==> src/rtl/readout_framer.sv <==
// Readout framer: picks raw, filtered, lock-in or an internal ramp as the sample source and
// captures all channels coherently, tagged with a frame counter, into a freezable output register.
module readout_framer #(
  parameter int NCH    = 2,
  parameter int DW     = 24,
  parameter int CW     = 8,
  parameter int TP_DIV = 1000
) (
  input  logic                  clk,
  input  logic                  reset,
  input  logic [1:0]            mode_i,
  input  logic [NCH*DW-1:0]     raw_data_i,
  input  logic                  raw_tick_i,
  input  logic [NCH*DW-1:0]     filt_data_i,
  input  logic                  filt_tick_i,
  input  logic [NCH*DW-1:0]     li_data_i,
  input  logic                  li_tick_i,
  input  logic                  freeze_i,
  input  logic                  clear_i,
  output logic [NCH*(CW+DW)-1:0] oreg_o,
  output logic                  valid_o,
  output logic [15:0]           dropped_o,
  output logic [3:0]            led_o
);

  localparam int FW   = CW + DW;
  localparam int DIVW = $clog2(TP_DIV);

  logic [1:0]          mode_q;
  logic [DIVW-1:0]     div_q, div_d;
  logic [DW-1:0]       ramp_q, ramp_d;
  logic [CW-1:0]       fc_q, fc_d;
  logic [NCH*FW-1:0]   oreg_q, oreg_d;
  logic                valid_q, valid_d;
  logic [15:0]         dropped_q, dropped_d;
  logic [3:0]          led_q, led_d;

  logic                switch_s, tp_tick_s, sel_tick_s, act_tick_s, cap_s, drop_s;
  logic [NCH*DW-1:0]   sel_data_s, tp_data_s;

  assign switch_s  = (mode_i != mode_q);
  assign tp_tick_s = (mode_q == 2'd3) && (div_q == DIVW'(TP_DIV - 1));

  // Test-pattern channels are built from the ramp value this tick will store.
  always_comb begin
    tp_data_s = '0;
    for (int k = 0; k < NCH; k++) begin
      tp_data_s[k*DW +: DW] = ramp_q + DW'(k + 1);
    end
  end

  // Source multiplexer driven by the registered mode.
  always_comb begin
    sel_tick_s = 1'b0;
    sel_data_s = '0;
    case (mode_q)
      2'd0: begin sel_tick_s = raw_tick_i;  sel_data_s = raw_data_i;  end
      2'd1: begin sel_tick_s = filt_tick_i; sel_data_s = filt_data_i; end
      2'd2: begin sel_tick_s = li_tick_i;   sel_data_s = li_data_i;   end
      2'd3: begin sel_tick_s = tp_tick_s;   sel_data_s = tp_data_s;   end
      default: begin sel_tick_s = 1'b0;     sel_data_s = '0;          end
    endcase
  end

  // A tick landing on a mode switch is discarded outright.
  assign act_tick_s = sel_tick_s & ~switch_s;
  assign cap_s      = act_tick_s & ~freeze_i;
  assign drop_s     = act_tick_s & freeze_i;

  // Next-state logic for counters, capture register and status.
  always_comb begin
    fc_d      = fc_q;
    div_d     = div_q;
    ramp_d    = ramp_q;
    oreg_d    = oreg_q;
    dropped_d = dropped_q;

    if (switch_s) begin
      fc_d = '0;
    end else if (act_tick_s) begin
      fc_d = fc_q + CW'(1);
    end else begin
      fc_d = fc_q;
    end

    if (switch_s || (mode_q != 2'd3) || tp_tick_s) begin
      div_d = '0;
    end else begin
      div_d = div_q + DIVW'(1);
    end

    if (act_tick_s && (mode_q == 2'd3)) begin
      ramp_d = ramp_q + DW'(1);
    end else begin
      ramp_d = ramp_q;
    end

    if (cap_s) begin
      for (int k = 0; k < NCH; k++) begin
        oreg_d[k*FW +: FW] = {fc_q + CW'(1), sel_data_s[k*DW +: DW]};
      end
    end else begin
      oreg_d = oreg_q;
    end

    if (clear_i) begin
      dropped_d = {15'd0, drop_s};
    end else if (drop_s && (dropped_q != 16'hFFFF)) begin
      dropped_d = dropped_q + 16'd1;
    end else begin
      dropped_d = dropped_q;
    end

    valid_d = cap_s;
    led_d   = {(mode_i == 2'd2), (dropped_d != 16'd0), freeze_i, led_q[0] ^ cap_s};
  end

  // State registers with synchronous reset.
  always_ff @(posedge clk) begin
    if (reset) begin
      mode_q    <= 2'd0;
      div_q     <= '0;
      ramp_q    <= '0;
      fc_q      <= '0;
      oreg_q    <= '0;
      valid_q   <= 1'b0;
      dropped_q <= 16'd0;
      led_q     <= 4'd0;
    end else begin
      mode_q    <= mode_i;
      div_q     <= div_d;
      ramp_q    <= ramp_d;
      fc_q      <= fc_d;
      oreg_q    <= oreg_d;
      valid_q   <= valid_d;
      dropped_q <= dropped_d;
      led_q     <= led_d;
    end
  end

  assign oreg_o    = oreg_q;
  assign valid_o   = valid_q;
  assign dropped_o = dropped_q;
  assign led_o     = led_q;

endmodule

==> config.mk <==
export PLATFORM = sky130hd
export DESIGN_NAME = readout_framer
export DESIGN_NICKNAME = d
export VERILOG_FILES = /design/src/rtl/readout_framer.sv
export SDC_FILE = /design/constraint.sdc
export NUM_CORES = 1
export LEC_CHECK = 0
export ABC_AREA = 0
export CAP_MARGIN = 20
export CORE_MARGIN = 10
export CORE_UTILIZATION = 47
export DETAILED_ROUTE_END_ITERATION = 10
export GPL_TIMING_DRIVEN = 0
export PLACE_DENSITY = 0.93
export SETUP_SLACK_MARGIN = 0.15
export SLEW_MARGIN = 20
export SYNTH_ARGS = -nofsm -noshare
export SYNTH_HDL_FRONTEND = slang
export SYNTH_SLANG_ARGS = --single-unit
==> constraint.sdc <==
create_clock -name clk -period 3.1 [get_ports clk]
set_input_delay 0.31 -clock clk [delete_from_list [all_inputs] [get_ports clk]]
set_output_delay 0.31 -clock clk [all_outputs]
set_load 0.01 [all_outputs]
==> results of run 1 <==
==> cells by family after synthesis <==
group / Yosys count
xor+xnor: 94
mux: 52
simple gates: 352
compound gates: 95
flops: 121
buf+inv: 80
fa+ha+maj: 5
==> metal layers <==
metal,vias to the layer above,global-route usage,share of wire
li1,3299,-,-
met1,3588,0.292,0.36
met2,535,0.428,0.48
met3,93,0.0769,0.12
met4,0,0.141,0.046
met5,-,0,0
==> cell usage after synthesis (all sizes together), types with 2 or more instances <==
cell type / instances
nor4b: 2
and4: 6
a31oi: 3
or4: 3
nor3: 18
or3b: 2
and2: 2
nor2: 92
or2: 4
xor2: 46
clkbuf: 45
ha: 5
nand3: 34
mux4: 47
a41oi: 2
nand2b: 3
inv: 9
dfxtp: 121
and3: 7
o21ai: 12
mux2i: 4
or3: 13
a211oi: 10
nand4: 16
a21oi: 58
nand2: 131
nor4: 7
a311oi: 2
nor2b: 11
xnor2: 48
buf: 25
==> how the worst min path moves through the flow <==
stage	cells after the start	start	to	slack [ns]
after floorplan	1	mode_i[0]	led_o[3]	0.38
after CTS	2	clear_i	dropped_o[14]	0.32
after detailed placement	1	div_q[0]	div_q[0]	0.45
after global routing	2	clear_i	dropped_o[14]	0.36
final	2	clear_i	dropped_o[14]	0.34
after global placement	2	oreg_o[51]	oreg_o[51]	0.44
==> power by group through the flow <==
stage,Combinational (µW),Sequential (µW),Clock (µW)
2_1_floorplan,238,1640,0
6_report,589,1600,2070
5_1_grt,618,1600,2130
3_5_place_dp,575,1630,0
3_3_place_gp,562,1630,0
4_1_cts,584,1600,2070
==> cell usage in the layout, fill, tap and decap left out, types with 3 or more instances in the layout <==
cell type,n
nor2_1,90
buf_4,11
and4_1,6
clkbuf_1,43
mux2i_1,4
nand4_1,14
a211oi_1,9
dfxtp_2,3
a31oi_1,3
nand3_1,32
ha_1,5
and3_1,7
nand2b_1,3
bufinv_16,3
xor2_1,46
inv_6,3
buf_2,10
nor4_2,4
xnor2_1,48
clkinvlp_4,5
or2_2,4
o21ai_0,12
clkbuf_16,17
inv_1,9
nor3_1,16
dfxtp_1,118
clkdlybuf4s50_1,235
a21oi_1,58
mux4_2,47
clkbuf_2,4
or3_1,13
nor2b_1,11
nand2_1,130
or4_1,3
==> worst max-delay path: cells and delay by family, from the launching register on <==
| family | cells | cell delay (ns) |
|---|---|---|
| compound gates | 3 | 0.67 |
| flops | 1 | 0.46 |
| fa+ha+maj | 1 | 0.29 |
| simple gates | 4 | 1.38 |
==> final cells by class <==
cell class | instances | area, µm² | share of cell area
well taps | 184 | 230 | 0.0224
inverters | 10 | 37.5 | 0.00364
plain buffers | 70 | 333 | 0.0323
multi-input cells | 598 | 4300 | 0.417
repair buffers | 236 | 2360 | 0.229
clock inverters | 13 | 168 | 0.0163
clock buffers | 19 | 443 | 0.0430
diodes | 2 | 5.00 | 0.000486
flip-flops and latches | 121 | 2430 | 0.236
==> per-stage QoR <==
| step | area [µm²] | hold WS [ns] | std cells | total power (µW) | util |
|---|---|---|---|---|---|
| 6_report | 10300 | 0.340 | 1253 | 4260 | 0.703 |
| 5_1_grt | 10300 | 0.362 | 1253 | 4360 | 0.703 |
| 4_1_cts | 10300 | 0.320 | 1251 | 4260 | 0.702 |
| 3_5_place_dp | 9650 | 0.447 | 1218 | 2210 | 0.659 |
| 3_3_place_gp | 9650 | 0.441 | 1218 | 2200 | 0.659 |
| 2_1_floorplan | 7070 | 0.382 | 799 | 1880 | - |
==> what timing repair did <==
item | CTS | global route
gates resized for setup | 1 | 9
hold buffers | 0 | 0
gates cloned | 0 | 0
pin swaps | 1 | 0
setup endpoints to repair | 6 | 19
buffers inserted | 1 | 0
==> flip-flops by register name (all words and copies together), names as in the netlist <==
| name | flops |
|---|---|
| ramp_q | 24 |
| oreg_o | 56 |
| div_q | 10 |
| fc_q | 8 |
| led_o | 4 |
| dropped_o | 16 |
| mode_q | 2 |
| valid_o | 1 |
==> qor.yml, run 1 <==
drtPass1Iterations: 6
htree_levels: 4
dp_slack_ns: -0.0170
grt_max_degree: 17
grtUsageTotal: 0.257
synth-simple-area-share: 0.244
boundaryPins: 238
drc: 0
max_cap_violations: 0
ir_drop_v: 0.000399
tightest_slew_ns: 0.989
gp_congestion: 0.951
cts_tree: "built"
r2r_start: "ramp_q[1]"
synthAdderAreaFrac: 0.00885
syn_nets: 957
ys_seq_area_frac: 0.343
power.share.switching: 0.243
synth_top_area_frac: 0.343
synth_compound_area_frac: 0.0796
synthMuxAreaShare: 0.157
grt_pass1_vias: 7304
wire_per_inst_um: 22.0
clock-root-buffer: "clkbuf_16"
clk_pin_slew_ns: 0.06
fin_ws_ns: 0.232
synth_top_area_cell: "dfxtp_1"
p_int_uw: 3220
slew_headroom: 0.341
startpoint_type: "flip-flop"
design.core.area_um2: 14600
grt.overflow.total: 0
synth_flop_cell: "dfxtp_1"
num_vias: 7515
avgSynthCellArea_um2: 8.85
crit_path_end: "oreg_o[19]"
p_comb_frac: 0.138
areaGrowthSynthToFinish_pct: 45.7
crit_type: "flip-flop to flip-flop"
synthXorXnorAreaFrac: 0.116
report.final.setup_viol: 0
antenna_found_initial: 2
arrival_ns: 3.22
slew_viol_final: 0
skew_ns: 0.00647
drive_above_1_share: 0.123
period_minus_slack_ns: 2.87
synth-seq-cells: 121
hold_viol_final: 0
crit_slowest_cell: "nor3_2"
synthCells: 799
synthArstFlopShare: 0
first_iter_violations: 641
p_clk_frac: 0.485
fillCellCount: 1002
grt_setup_unrepaired: "no"
required_ns: 3.46
via_per_inst: 6.00
p_leak_uw: 0.00353
port_buffers: 235
worstSkewPairLatency_ns: 0.43
r2r_cells: 8
clockBufferDepth: 2
synth.area.top_cells: "dfxtp_1 34%, mux4_2 15%, nand2_1 6.9%"
nets: 1212
wl_um: 27600
synthDistinctLibCells: 54
fmax_mhz: 349
fin_crit_sh: 0.925
slowest_delay_ns: 0.49
initial_core_util: 0.483
status: "complete, no violations"
rows: 44
yosys_warnings: 0
crit_chain: "ha_1 -> nand3_2 -> nor3_2 -> nand4_1 -> or3_1 -> a311oi_1 -> o21ai_0 -> a21oi_1"
syn_area_um2: 7070
clock_sinks: 121
synth_top_family_by_area: "simple AND/OR/NAND/NOR gates"
die_width_um: 143
dp_hpwl_um: 20400
rrSetupSlack_ns: 0.23
drtAntennaViolNets: 0
grt_pass1_wl_um: 40600
die-area_um2: 20300
crit_path_start: "ramp_q[1]"
die_y_um: 143
powerDensity_nw_per_um2: 413
crit_path_end_kind: "flip-flop"
finalSetupTns_ns: 0
cp_max_fo: 9
synth_edf_count: 0
hold_path_class: "primary input to flip-flop"
cts_buffers: 17
seqPwrFrac: 0.376
power.net_switching_uw: 1030
rr_endpoint: "oreg_o[19]"
Power figures use the tool's default switching activity.
==> inputs of run 2 (changes only) <==
--- a/config.mk
+++ b/config.mk
@@ -9,6 +9,7 @@
 export CAP_MARGIN = 20
 export CORE_MARGIN = 10
 export CORE_UTILIZATION = 47
+export CTS_CLUSTER_DIAMETER = 60
 export DETAILED_ROUTE_END_ITERATION = 10
 export GPL_TIMING_DRIVEN = 0
 export PLACE_DENSITY = 0.93
==> results of run 2 <==
Final layout, timing and power as in run 1 (identical DEF).
==> inputs of run 3 (changes only) <==
--- a/config.mk
+++ b/config.mk
@@ -9,8 +9,9 @@
 export CAP_MARGIN = 20
 export CORE_MARGIN = 10
 export CORE_UTILIZATION = 47
-export CTS_CLUSTER_DIAMETER = 60
+export CTS_CLUSTER_DIAMETER = 40
 export DETAILED_ROUTE_END_ITERATION = 10
+export GPL_ROUTABILITY_DRIVEN = 0
 export GPL_TIMING_DRIVEN = 0
 export PLACE_DENSITY = 0.93
 export SETUP_SLACK_MARGIN = 0.15
==> results of run 3 <==
Final layout, timing and power as in run 1 (identical DEF).
